<file path="config.mk">
export PLATFORM = sky130hd
export DESIGN_NAME = div_unit_flat
export DESIGN_NICKNAME = d
export VERILOG_FILES = /design/src/rtl/mips_pkg.sv /design/src/rtl/div_unit_if.sv /design/src/rtl/div_step.sv /design/src/rtl/div_unit.sv /design/src/flat_wrapper.sv
export SDC_FILE = /design/constraint.sdc
export NUM_CORES = 1
export LEC_CHECK = 0
export CORE_MARGIN = 8
export CORE_UTILIZATION = 37
export CTS_CLUSTER_SIZE = 16
export DETAILED_ROUTE_END_ITERATION = 12
export SYNTH_ARGS = -nofsm -noshare
export SYNTH_HDL_FRONTEND = slang
export SYNTH_SLANG_ARGS = --single-unit
</file>
<file path="constraint.sdc">
create_clock -name clk -period 14.4 [get_ports clk]
set_input_delay 1.44 -clock clk [delete_from_list [all_inputs] [get_ports clk]]
set_output_delay 1.44 -clock clk [all_outputs]
set_load 0.1 [all_outputs]
</file>
<file path="src/rtl/mips_pkg.sv">
// Shared MIPS datapath definitions used by the iterative divider.
package mips_pkg;

  typedef enum logic [1:0] {
    IDLE,
    RUN,
    FIX
  } div_state_t;

  localparam int DIV_CYCLES = 32;
  localparam logic [31:0] DIV_ZERO_Q = 32'hFFFF_FFFF;

endpackage

</file>
<file path="src/rtl/div_unit_if.sv">
// Request/response bundle between the EX stage and the divider.
interface div_unit_if
  import mips_pkg::*;
#(
  parameter int WIDTH = DIV_CYCLES
);

  logic             start;
  logic             is_signed;
  logic [WIDTH-1:0] dividend;
  logic [WIDTH-1:0] divisor;
  logic             busy;
  logic             done;
  logic [WIDTH-1:0] quotient;
  logic [WIDTH-1:0] remainder;
  logic             div_by_zero;

  modport master (
    output start, is_signed, dividend, divisor,
    input  busy, done, quotient, remainder, div_by_zero
  );

  modport slave (
    input  start, is_signed, dividend, divisor,
    output busy, done, quotient, remainder, div_by_zero
  );

endinterface

</file>
<file path="src/rtl/div_step.sv">
// One restoring-division iteration: shift {rem, q} left and try to subtract the divisor.
module div_step
  import mips_pkg::*;
#(
  parameter int WIDTH = DIV_CYCLES
) (
  input  logic [WIDTH-1:0] rem_i,
  input  logic [WIDTH-1:0] q_i,
  input  logic [WIDTH-1:0] divisor_mag_i,
  output logic [WIDTH-1:0] rem_o,
  output logic [WIDTH-1:0] q_o
);

  logic [WIDTH:0] shifted;
  logic [WIDTH:0] trial;
  logic           borrow;

  always_comb begin
    shifted = {rem_i, q_i[WIDTH-1]};
    trial   = shifted - {1'b0, divisor_mag_i};
    // A set top bit means shifted >= 2^WIDTH > divisor, so the subtraction always succeeds.
    borrow  = ~shifted[WIDTH] & trial[WIDTH];
    rem_o   = borrow ? shifted[WIDTH-1:0] : trial[WIDTH-1:0];
    q_o     = {q_i[WIDTH-2:0], ~borrow};
  end

endmodule

</file>
<file path="src/rtl/div_unit.sv">
// Multi-cycle restoring divider for DIV/DIVU: fixed 33-cycle latency, writes LO/HI.
module div_unit
  import mips_pkg::*;
#(
  parameter int WIDTH = DIV_CYCLES
) (
  input  logic       clk,
  input  logic       rst,
  div_unit_if.slave  bus
);

  localparam int CW = $clog2(WIDTH + 1);
  localparam logic [CW-1:0] LAST = CW'(WIDTH - 1);

  div_state_t       state_q, state_d;
  logic [CW-1:0]    cnt_q, cnt_d;
  logic [WIDTH-1:0] rem_q, rem_d;
  logic [WIDTH-1:0] quo_q, quo_d;
  logic [WIDTH-1:0] dmag_q, dmag_d;
  logic [WIDTH-1:0] dividend_q, dividend_d;
  logic             negq_q, negq_d;
  logic             negr_q, negr_d;
  logic             dz_q, dz_d;
  logic [WIDTH-1:0] quotient_q, quotient_d;
  logic [WIDTH-1:0] remainder_q, remainder_d;
  logic             done_q, done_d;
  logic             dbz_q, dbz_d;
  logic [WIDTH-1:0] rem_step, quo_step;

  function automatic logic [WIDTH-1:0] magnitude(input logic [WIDTH-1:0] v, input logic s);
    return (s && v[WIDTH-1]) ? -v : v;
  endfunction

  div_step #(.WIDTH(WIDTH)) u_step (
    .rem_i         (rem_q),
    .q_i           (quo_q),
    .divisor_mag_i (dmag_q),
    .rem_o         (rem_step),
    .q_o           (quo_step)
  );

  // NOTE: every variable gets its hold value first so no path through the case infers a latch.
  always_comb begin
    state_d     = state_q;
    cnt_d       = cnt_q;
    rem_d       = rem_q;
    quo_d       = quo_q;
    dmag_d      = dmag_q;
    dividend_d  = dividend_q;
    negq_d      = negq_q;
    negr_d      = negr_q;
    dz_d        = dz_q;
    quotient_d  = quotient_q;
    remainder_d = remainder_q;
    dbz_d       = dbz_q;
    done_d      = 1'b0;

    unique case (state_q)
      IDLE: begin
        if (bus.start) begin
          state_d    = RUN;
          cnt_d      = '0;
          rem_d      = '0;
          quo_d      = magnitude(bus.dividend, bus.is_signed);
          dmag_d     = magnitude(bus.divisor, bus.is_signed);
          dividend_d = bus.dividend;
          negq_d     = bus.is_signed & (bus.dividend[WIDTH-1] ^ bus.divisor[WIDTH-1]);
          negr_d     = bus.is_signed & bus.dividend[WIDTH-1];
          dz_d       = (bus.divisor == '0);
        end
      end
      RUN: begin
        rem_d = rem_step;
        quo_d = quo_step;
        cnt_d = cnt_q + 1'b1;
        if (cnt_q == LAST) state_d = FIX;
      end
      FIX: begin
        // Divide-by-zero bypasses sign correction: LO all ones, HI the raw dividend.
        if (dz_q) begin
          quotient_d  = '1;
          remainder_d = dividend_q;
        end else begin
          quotient_d  = negq_q ? -quo_q : quo_q;
          remainder_d = negr_q ? -rem_q : rem_q;
        end
        dbz_d   = dz_q;
        done_d  = 1'b1;
        state_d = IDLE;
      end
      default: state_d = IDLE;
    endcase
  end

  // NOTE: sequential state uses non-blocking assignments so all registers update together.
  always_ff @(posedge clk or posedge rst) begin
    if (rst) begin
      state_q     <= IDLE;
      cnt_q       <= '0;
      rem_q       <= '0;
      quo_q       <= '0;
      dmag_q      <= '0;
      dividend_q  <= '0;
      negq_q      <= 1'b0;
      negr_q      <= 1'b0;
      dz_q        <= 1'b0;
      quotient_q  <= '0;
      remainder_q <= '0;
      done_q      <= 1'b0;
      dbz_q       <= 1'b0;
    end else begin
      state_q     <= state_d;
      cnt_q       <= cnt_d;
      rem_q       <= rem_d;
      quo_q       <= quo_d;
      dmag_q      <= dmag_d;
      dividend_q  <= dividend_d;
      negq_q      <= negq_d;
      negr_q      <= negr_d;
      dz_q        <= dz_d;
      quotient_q  <= quotient_d;
      remainder_q <= remainder_d;
      done_q      <= done_d;
      dbz_q       <= dbz_d;
    end
  end

  assign bus.busy        = (state_q != IDLE);
  assign bus.done        = done_q;
  assign bus.quotient    = quotient_q;
  assign bus.remainder   = remainder_q;
  assign bus.div_by_zero = dbz_q;

endmodule
</file>
<file path="src/flat_wrapper.sv">
// flat-port wrapper written by rule: the top's interface ports become plain ports
module div_unit_flat import mips_pkg::*;
#(
  parameter int WIDTH = DIV_CYCLES
)
  (clk, rst, bus_start, bus_is_signed, bus_dividend, bus_divisor, bus_busy, bus_done, bus_quotient, bus_remainder, bus_div_by_zero);
  div_unit_if #(.WIDTH(WIDTH)) bus_i ();
  input  logic clk;
  input  logic rst;
  input wire logic [$bits(bus_i.start)-1:0] bus_start;
  input wire logic [$bits(bus_i.is_signed)-1:0] bus_is_signed;
  input wire logic [$bits(bus_i.dividend)-1:0] bus_dividend;
  input wire logic [$bits(bus_i.divisor)-1:0] bus_divisor;
  output wire logic [$bits(bus_i.busy)-1:0] bus_busy;
  output wire logic [$bits(bus_i.done)-1:0] bus_done;
  output wire logic [$bits(bus_i.quotient)-1:0] bus_quotient;
  output wire logic [$bits(bus_i.remainder)-1:0] bus_remainder;
  output wire logic [$bits(bus_i.div_by_zero)-1:0] bus_div_by_zero;
  assign bus_i.start = bus_start;
  assign bus_i.is_signed = bus_is_signed;
  assign bus_i.dividend = bus_dividend;
  assign bus_i.divisor = bus_divisor;
  assign bus_busy = bus_i.busy;
  assign bus_done = bus_i.done;
  assign bus_quotient = bus_i.quotient;
  assign bus_remainder = bus_i.remainder;
  assign bus_div_by_zero = bus_i.div_by_zero;
  div_unit #(.WIDTH(WIDTH)) u_core (.clk(clk), .rst(rst), .bus(bus_i));
endmodule
</file>
==> results of run 1 <==
state kept, by name, summed over array words and instances, names as in the netlist, 2 cells and up:
signal / cells
u_core.dividend_q: 32
u_core.quo_q: 32
u_core.state_q: 2
u_core.cnt_q: 6
u_core.rem_q: 32
u_core.dmag_q: 32
u_core.bus.quotient: 32
u_core.bus.remainder: 32
synthesized netlist by cell type, drive strengths merged, types with 8 or more instances:
cell type  number  area (um2)
a21o           15         113
xnor2          57         499
ha             37         463
nor2          114         430
mux2i          14         140
a31oi           8        50.1
or3            11        73.8
a22oi          31         233
o31ai          26         200
nor4           10        68.8
and3           12        75.1
o41ai          14         130
inv            55         206
clkbuf         69         259
buf            12        47.6
o21ai         182         911
a21oi         134         671
xor2           88         771
or4            17         135
dfrtp         205        5130
nand3          20         100
nand2         245         920
nor3           19         100
nand2b         12        75.1
worst paths after layout:
path / end / cells past startpoint
worst max-delay path: u_core.quo_q[31] / 10
worst min-delay path: u_core.cnt_q[5] / 1
worst max register to register: u_core.rem_q[21] / 12
worst min register to register: u_core.cnt_q[5] / 1
max in group asynchronous: u_core.dz_q / 4
min in group asynchronous: u_core.bus.quotient[14] / 2
metrics by stage:
| stage | util (%) | area, um2 | setup slack [ns] | power, mW |
|---|---|---|---|---|
| after floorplan | - | 12400 | 7.36 | 2.00 |
| after global placement | 42.5 | 14100 | 9.72 | 2.35 |
| after detailed placement | 42.5 | 14100 | 9.71 | 2.37 |
| after CTS | 44.6 | 14800 | 10.26 | 2.94 |
| after global routing | 44.6 | 14800 | 9.91 | 3.19 |
| final | 44.6 | 14800 | 10.24 | 2.93 |
routing by layer:
layer	routed length, um	global-route usage [%]	vias up
met5	0	0	-
met4	827	4.86	0
met3	1640	2.21	54
met2	15300	27.4	243
met1	16500	24.2	4978
li1	-	-	5378
final cells by class:
class / instances / area (um2)
clock inverters: 3 / 20.0
multi-input cells: 1144 / 6800
clock buffers: 35 / 693
flip-flops and latches: 205 / 5130
well taps: 448 / 561
repair buffers: 145 / 1420
inverters: 55 / 214
fillers: 3380 / 18400
cells by family (layout without fill, tap and decap cells):
| kind of cell | after synthesis | after routing | synth area share [%] |
|---|---|---|---|
| simple gates | 491 | 491 | 17.6 |
| buf+inv | 136 | 238 | 4.13 |
| fa+ha+maj | 38 | 38 | 3.89 |
| xor+xnor | 145 | 145 | 10.2 |
| compound gates | 456 | 456 | 21.7 |
| flops | 205 | 205 | 41.3 |
| mux | 14 | 14 | 1.13 |
power groups by stage:
stage | combinational, mW | clock (mW) | sequential [mW]
after CTS | 1.39 | 0.578 | 0.969
after floorplan | 1.11 | 0 | 0.890
after global placement | 1.38 | 0 | 0.974
after global routing | 1.58 | 0.600 | 1.00
final | 1.39 | 0.561 | 0.975
after detailed placement | 1.39 | 0 | 0.978
critical path: stages:
cell                              delay [ns]
sky130_fd_sc_hd__clkdlybuf4s50_1        0.50
sky130_fd_sc_hd__or3_1                  0.45
sky130_fd_sc_hd__nor4_1                 0.46
sky130_fd_sc_hd__nand3b_1               0.17
sky130_fd_sc_hd__nor2_1                 0.23
sky130_fd_sc_hd__nand2_1                0.09
sky130_fd_sc_hd__or4_1                  0.51
sky130_fd_sc_hd__or3b_2                 0.49
sky130_fd_sc_hd__a21oi_1                0.15
sky130_fd_sc_hd__a221o_1                0.12
==> results by group, run 1 <==
Drt
  • Overall routed net length: 34300 um
  • Router iterations before antenna repair: 5
  • DRC: 0
  • Average wire length per cell after detail routing: 16.8 um
  • Number of design-rule violations left by the first detailed-router iteration: 631
  • Number of nets with antenna violations after routing: 0
  • Drt via density: 5.23
  • Via Count: 10700

Clock tree
  • Clk sinks: 205
  • CTS Buf Count: 24
  • H-tree depth reported by CTS: 1
  • CTS-repair resized insts: 0
  • Clock insertion delay at the later pin of the skew report: 0.51 ns
  • Cell at the root of the clock tree: sky130_fd_sc_hd__clkbuf_16
  • CTS clk-pin slew, worst paths: 0.06 ns
  • Number of buffers on the longest clock path: 3
  • CTS tree: built
  • Hold-fix buffers at CTS: 0
  • Buffer count from post-CTS setup fixing: 0

Critical path
  • Endpoint kind of the worst setup timing path: flop
  • Data required time of the worst path: 14.85 ns
  • Slack of the worst reg-to-reg path: 10.47 ns
  • Crit path launch: bus_dividend[8]
  • R2R Path Start: u_core.quo_q[31]
  • Critical path launch point type: input port
  • Arrival time at the worst endpoint: 4.61 ns
  • Highest fanout seen on the critical path: 5
  • Class of the most critical setup path: in -> reg

GRT
  • Largest net degree at the start of global routing: 92
  • Global route overflow: 0
  • Number of antenna violations at the first check in global routing: 0
  • Total global routing track utilization: 17.2%
  • Number of global-route vias before repair: 10500
  • Wire length of the first global-routing pass: 56000 um

Timing
  • Count of endpoints failing setup in the final report: 0
  • Time the final worst path needs with I/O delays and setup: 4.16 ns
  • Fmax achieved: 0.240 GHz
  • Final setup skew: 0.0132 ns
  • Final Hold Vio Count: 0
  • TNS Setup: 0 ns
  • Slew HR: 24.7%
  • Worst hold slack across all endpoints: 0.471 ns
  • Slew at the pin with the worst max-slew slack: 1.13 ns
  • Period utilization: 28.9%
  • Setup repair after global routing missed its margin: no
  • Number of max-slew violations in the final report: 0

Synth
  • Synth async-reset ratio: 100%
  • Netlist Area Pre-Place: 12400 um2
  • Library cells used by synthesis: 64
  • Flip-flop and latch count after synthesis: 205
  • Number of flops mapped to enable cells by yosys: 0
  • Share of the yosys chip area belonging to registers: 41.3%
  • Post-synthesis average cell area: 8.36 um2
  • Most frequently used flop master after synthesis: sky130_fd_sc_hd__dfrtp_1
  • Cells after synthesis: 1485
  • Synthesis warning total: 0
  • Mapped Nets: 1591

Cells and area
  • Antenna fix cells: 0
  • Most common library cell in the layout ignoring fill and taps: sky130_fd_sc_hd__nand2_1
  • Area delta synth->final: 19.6%
  • Post-layout instance count excluding filler cells: 2035
  • Nets: 1681
  • Ratio of cells with drive above 1 in the final layout: 4.16%
  • Most frequent cells in the layout: sky130_fd_sc_hd__nand2_1, sky130_fd_sc_hd__dfrtp_1, sky130_fd_sc_hd__o21ai_0

Pwr
  • Combinational power share: 47.5%
  • Switching share of total power: 42.8%
  • Sequential share of power: 33.3%
  • Clock network power share: 19.2%
  • Internal power: 1.67 mW
  • Power density over the cells: 197 nW/um2
  • Standby leakage power: 6.22 nW
  • Peak ir drop on the vdd network: 0.0000924 V
  • Net load switching power: 1.25 mW

Floorplanning
  • Top-level I/O count: 135
  • Floorplan core area: 33300 um2
  • Initial Utilization: 37.3%
  • Cell row count: 67
  • Die Width: 199 um
  • Vertical extent of the die: 199 um
  • Die Outline Area: 39700 um2

Placed design
  • Count of buffers inserted at the top-level ports: 134
  • Routability cong.: 0.876
  • Post-Place Cells: 1997
  • Half-perimeter wire length after detailed placement: 25400 um

Hold path
  • Worst hold start: u_core.cnt_q[5]
  • Kind of path behind the tightest hold check: reg -> reg

Flow run
  • Max-cap violation count: 0

Outcome
  • Result of the run: completed
Power figures use the tool's default switching activity.
==> inputs of run 2 (changes only) <==
==> constraint.sdc (replaced) <==
create_clock -name clk -period 4.3 [get_ports clk]
set_input_delay 0.43 -clock clk [delete_from_list [all_inputs] [get_ports clk]]
set_output_delay 0.43 -clock clk [all_outputs]
set_load 0.1 [all_outputs]
==> results by group, run 2 (same netlist as run 1, synthesis figures left out) <==
Clock tree
  • H-tree depth reported by CTS: 1
  • CTS tree: built
  • Cell at the root of the clock tree: sky130_fd_sc_hd__clkbuf_16
  • Clk sinks: 205
  • Number of buffers on the longest clock path: 3
  • CTS-repair resized insts: 0
  • CTS Buf Count: 25
  • CTS clk-pin slew, worst paths: 0.06 ns
  • Buffer count from post-CTS setup fixing: 0
  • Clock insertion delay at the later pin of the skew report: 0.54 ns
  • Hold-fix buffers at CTS: 0

Timing
  • Final setup skew: 0.0150 ns
  • Count of endpoints failing setup in the final report: 0
  • Final Hold Vio Count: 0
  • Setup repair after global routing missed its margin: no
  • Fmax achieved: 0.296 GHz
  • Number of max-slew violations in the final report: 0
  • TNS Setup: 0 ns
  • Slew at the pin with the worst max-slew slack: 1.15 ns
  • Slew HR: 23.1%
  • Period utilization: 78.5%
  • Time the final worst path needs with I/O delays and setup: 3.37 ns

Drt
  • Via Count: 10800
  • Router iterations before antenna repair: 5
  • Number of design-rule violations left by the first detailed-router iteration: 733
  • Overall routed net length: 34500 um
  • DRC: 0
  • Drt via density: 5.27
  • Number of nets with antenna violations after routing: 0
  • Average wire length per cell after detail routing: 16.8 um

GRT
  • Total global routing track utilization: 17.1%
  • Number of global-route vias before repair: 10600
  • Wire length of the first global-routing pass: 55400 um
  • Global route overflow: 0
  • Number of antenna violations at the first check in global routing: 0
  • Largest net degree at the start of global routing: 109

Critical path
  • Highest fanout seen on the critical path: 7
  • Crit path launch: u_core.rem_q[3]
  • Endpoint kind of the worst setup timing path: flop
  • Logic depth of the worst register-to-register path: 10
  • Data required time of the worst path: 4.70 ns
  • R2R Path Start: u_core.rem_q[3]
  • Endpoint of the most critical register-to-register path: u_core.rem_q[27]
  • Timing endpoint of the critical path: u_core.rem_q[27]
  • Critical path launch point type: flop
  • Class of the most critical setup path: reg -> reg
  • Arrival time at the worst endpoint: 3.77 ns
  • Slack of the worst reg-to-reg path: 0.93 ns

Floorplanning
  • Initial Utilization: 37.3%
  • Floorplan core area: 33300 um2
  • Cell row count: 67
  • Die Outline Area: 39700 um2
  • Vertical extent of the die: 199 um
  • Top-level I/O count: 135
  • Die Width: 199 um

Pwr
  • Standby leakage power: 6.33 nW
  • Peak ir drop on the vdd network: 0.000384 V
  • Total power consumption of the routed design: 10.2 mW
  • Power density over the cells: 675 nW/um2

Cells and area
  • Most frequent cells in the layout: sky130_fd_sc_hd__nand2_1, sky130_fd_sc_hd__dfrtp_1, sky130_fd_sc_hd__o21ai_0
  • Core utilization of the finished layout: 45.2%
  • Nets: 1686
  • Area delta synth->final: 21.2%
  • Number of filler instances in the final layout: 3318
  • Most common library cell in the layout ignoring fill and taps: sky130_fd_sc_hd__nand2_1
  • Ratio of cells with drive above 1 in the final layout: 5.07%
  • Antenna fix cells: 0

Placed design
  • Count of buffers inserted at the top-level ports: 134
  • Routability cong.: 0.902
  • Half-perimeter wire length after detailed placement: 25400 um

Hold path
  • Kind of path behind the tightest hold check: in -> async

Outcome
  • Result of the run: completed

Flow run
  • Max-cap violation count: 0
## run 2: cell count changes in the layout (fill, tap and decap cells not counted), sizes merged
cell	before	now
buf	11	15
clkinv	1	8
clkbuf	35	34
clkinvlp	2	1
bufinv	0	3
## run 2: power breakdown
part	leakage (nW)	internal, mW	switching (mW)
combinational	3.43	2.04	2.68
clock	0.432	1.34	0.832
sequential	2.48	2.49	0.781
## run 2: critical path, cell delays in order (launching register included)
cell	delay [ns]
sky130_fd_sc_hd__dfrtp_1	0.47
sky130_fd_sc_hd__ha_1	0.40
sky130_fd_sc_hd__o211ai_1	0.11
sky130_fd_sc_hd__a21oi_1	0.20
sky130_fd_sc_hd__a2111oi_0	0.11
sky130_fd_sc_hd__o32ai_1	0.51
sky130_fd_sc_hd__a21oi_1	0.25
sky130_fd_sc_hd__o21ai_0	0.63
sky130_fd_sc_hd__a41oi_1	0.24
sky130_fd_sc_hd__xor2_1	0.23
sky130_fd_sc_hd__o21ai_0	0.10
## run 2: area by class of cell
cell class	count	area, um2	share of cell area [%]
Clock buffer	34	709	4.72
Clock inverter	12	150	0.998
Inverter	55	210	1.40
Multi-Input combinational cell	1144	6800	45.2
Sequential cell	205	5130	34.1
Tap cell	448	561	3.73
Timing Repair Buffer	149	1480	9.83
## run 2: routing by layer
| metal | track usage (%) | vias to the layer above | part of all wire, % |
|---|---|---|---|
| li1 | - | 5377 | - |
| met1 | 23.8 | 5094 | 49 |
| met2 | 27.4 | 260 | 44 |
| met3 | 2.12 | 55 | 4.4 |
| met4 | 4.75 | 0 | 2.6 |
| met5 | 0 | - | 0 |
## run 2: worst min path at each step
stage                                      from                       to  slack (ns)
final                                       rst  u_core.bus.quotient[10]        0.40
after CTS                                   rst  u_core.bus.quotient[10]        0.44
after global routing                        rst  u_core.bus.quotient[10]        0.45
after detailed placement  u_core.dividend_q[28]    u_core.dividend_q[28]        0.46
after global placement    u_core.dividend_q[28]    u_core.dividend_q[28]        0.46
after floorplan                 u_core.cnt_q[5]          u_core.cnt_q[5]        0.44
## run 2: metrics by stage
stage	cell area, um2	instances	hold slack (ns)	setup slack [ns]
after global routing	15000	2047	0.446	0.705
after floorplan	12400	1485	0.436	1.21
after CTS	15000	2047	0.443	0.969
after detailed placement	14200	2001	0.456	0.670
final	15000	2047	0.397	0.926
after global placement	14200	2001	0.457	0.671
==> inputs of run 3 (changes only) <==
==> constraint.sdc (replaced) <==
create_clock -name clk -period 3 [get_ports clk]
set_input_delay 0.3 -clock clk [delete_from_list [all_inputs] [get_ports clk]]
set_output_delay 0.3 -clock clk [all_outputs]
set_load 0.1 [all_outputs]
==> results by group, run 3 (same netlist as run 1, synthesis figures left out) <==
Timing
  • Worst Setup Slack, final: 0.0842 ns
  • Final setup skew: 0.0211 ns
  • Time the final worst path needs with I/O delays and setup: 2.92 ns
  • Slew HR: 15.9%
  • Fmax achieved: 0.343 GHz
  • Slew at the pin with the worst max-slew slack: 1.26 ns
  • Setup repair after global routing missed its margin: yes
  • Count of endpoints failing setup in the final report: 0
  • Period utilization: 97.2%
  • Final Hold Vio Count: 0
  • Number of max-slew violations in the final report: 0
  • Worst hold slack across all endpoints: 0.193 ns

Cells and area
  • Nets: 1825
  • Final Instance Area: 15900 um2
  • Area delta synth->final: 28.4%
  • Post-layout instance count excluding filler cells: 2183
  • Antenna fix cells: 0
  • Most common library cell in the layout ignoring fill and taps: sky130_fd_sc_hd__nand2_1
  • Multi-input gate area in the final layout: 6890 um2
  • Number of filler instances in the final layout: 3244
  • Register area: 5130 um2
  • Ratio of cells with drive above 1 in the final layout: 16.8%
  • Most frequent cells in the layout: sky130_fd_sc_hd__nand2_1, sky130_fd_sc_hd__buf_4, sky130_fd_sc_hd__dfrtp_1

Drt
  • Router iterations before antenna repair: 5
  • DRC: 0
  • Average wire length per cell after detail routing: 16.5 um
  • Via Count: 11300
  • Drt via density: 5.17
  • Routed metal-1 wirelength: 17200 um
  • Overall routed net length: 36100 um
  • Number of nets with antenna violations after routing: 0
  • Top layer reached by signal wires: met5
  • Number of design-rule violations left by the first detailed-router iteration: 566
  • Length of routed met2 wiring: 16300 um
  • Detailed route wirelength on metal3: 1730 um

Pwr
  • Peak ir drop on the vdd network: 0.000576 V
  • Power density over the cells: 1010 nW/um2
  • Standby leakage power: 7.05 nW

Clock tree
  • Number of buffers on the longest clock path: 3
  • CTS Buf Count: 25
  • CTS clk-pin slew, worst paths: 0.06 ns
  • CTS tree: built
  • Clk sinks: 205
  • H-tree depth reported by CTS: 1
  • Cell at the root of the clock tree: sky130_fd_sc_hd__clkbuf_16
  • Hold-fix buffers at CTS: 0
  • Clock insertion delay at the later pin of the skew report: 0.54 ns

Placed design
  • Post-Place Cells: 2133
  • Half-perimeter wire length after detailed placement: 27400 um
  • Routability cong.: 0.856
  • Worst-case setup slack after placement: -0.199 ns
  • Placed cell area: 15000 um2
  • Count of buffers inserted at the top-level ports: 134

Critical path
  • Logic depth of the worst register-to-register path: 9
  • Critical path depth: 9
  • Count of buffer and inverter cells on the critical path: 0
  • Library cell appearing most often on the critical path: sky130_fd_sc_hd__or4_4
  • Endpoint kind of the worst setup timing path: flop
  • Sequence of cells on the critical path: nor3_2, nand2_1, or4_4, or3_4, or2_4, or4_4, o41ai_4, xor2_1, a21oi_1
  • Critical path launch point type: flop
  • Delay-heaviest family, CP: simple AND/OR/NAND/NOR gates
  • Arrival time at the worst endpoint: 3.28 ns
  • Master of the slowest instance on the critical path: sky130_fd_sc_hd__or4_4
  • Highest fanout seen on the critical path: 5
  • Data required time of the worst path: 3.36 ns
  • Slowest stage delay, CP: 0.48 ns
  • Class of the most critical setup path: reg -> reg

Floorplanning
  • Initial Utilization: 37.3%
  • Vertical extent of the die: 199 um
  • Die Width: 199 um
  • Cell row count: 67
  • Top-level I/O count: 135
  • Floorplan core area: 33300 um2
  • Die Outline Area: 39700 um2

Hold path
  • Kind of path behind the tightest hold check: in -> async

Flow run
  • Max-cap violation count: 0

GRT
  • Largest net degree at the start of global routing: 67
  • Number of antenna violations at the first check in global routing: 2
  • Total global routing track utilization: 18.1%
  • Global route overflow: 0
  • Number of global-route vias before repair: 11100
  • Wire length of the first global-routing pass: 58700 um

Outcome
  • Result of the run: completed
run 3: worst paths after layout:
kind	startpoint	end	slack, ns
min reg2reg	u_core.cnt_q[5]	u_core.cnt_q[5]	0.47
min	rst	u_core.bus.quotient[9]	0.19
max	u_core.quo_q[0]	u_core.bus.quotient[29]	0.08
max reg2reg	u_core.quo_q[0]	u_core.bus.quotient[29]	0.08
max in group asynchronous	rst	u_core.rem_q[28]	1.99
min in group clk	bus_dividend[15]	u_core.dividend_q[15]	0.42
run 3: power breakdown:
part / switching (mW) / internal, mW
clock: 1.19 / 1.59
combinational: 4.66 / 4.23
sequential: 0.813 / 3.57
total: 6.67 / 9.40
run 3: area by class of cell:
class / count / share of cell area, %
clock buffers: 35 / 4.29
clock inverters: 8 / 0.369
inverters: 55 / 1.32
multi-input cells: 1144 / 43.2
flip-flops and latches: 205 / 32.2
well taps: 448 / 3.52
repair buffers: 288 / 15.1
run 3: repair_timing:
action | in CTS | in global routing
pin swaps | 4 | 7
gates cloned | 2 | 0
setup endpoints to repair | 16 | 30
resized for setup | 7 | 14
buffers inserted | 4 | 1
run 3: per-stage QoR:
step / total power, mW / utilization [%] / TNS [ns]
after floorplan: 9.62 / - / 0
after global placement: 12.6 / 45.2 / -0.881
after detailed placement: 12.8 / 45.2 / -0.993
after CTS: 16.0 / 47.7 / 0
after global routing: 17.4 / 47.9 / -0.0560
final: 16.1 / 47.9 / 0
run 3: per-layer routing:
layer / track usage, % / vias to the layer above
met5: 0 / -
met4: 4.56 / 2
met3: 2.36 / 52
met2: 29.3 / 253
met1: 25.2 / 5297
li1: - / 5681
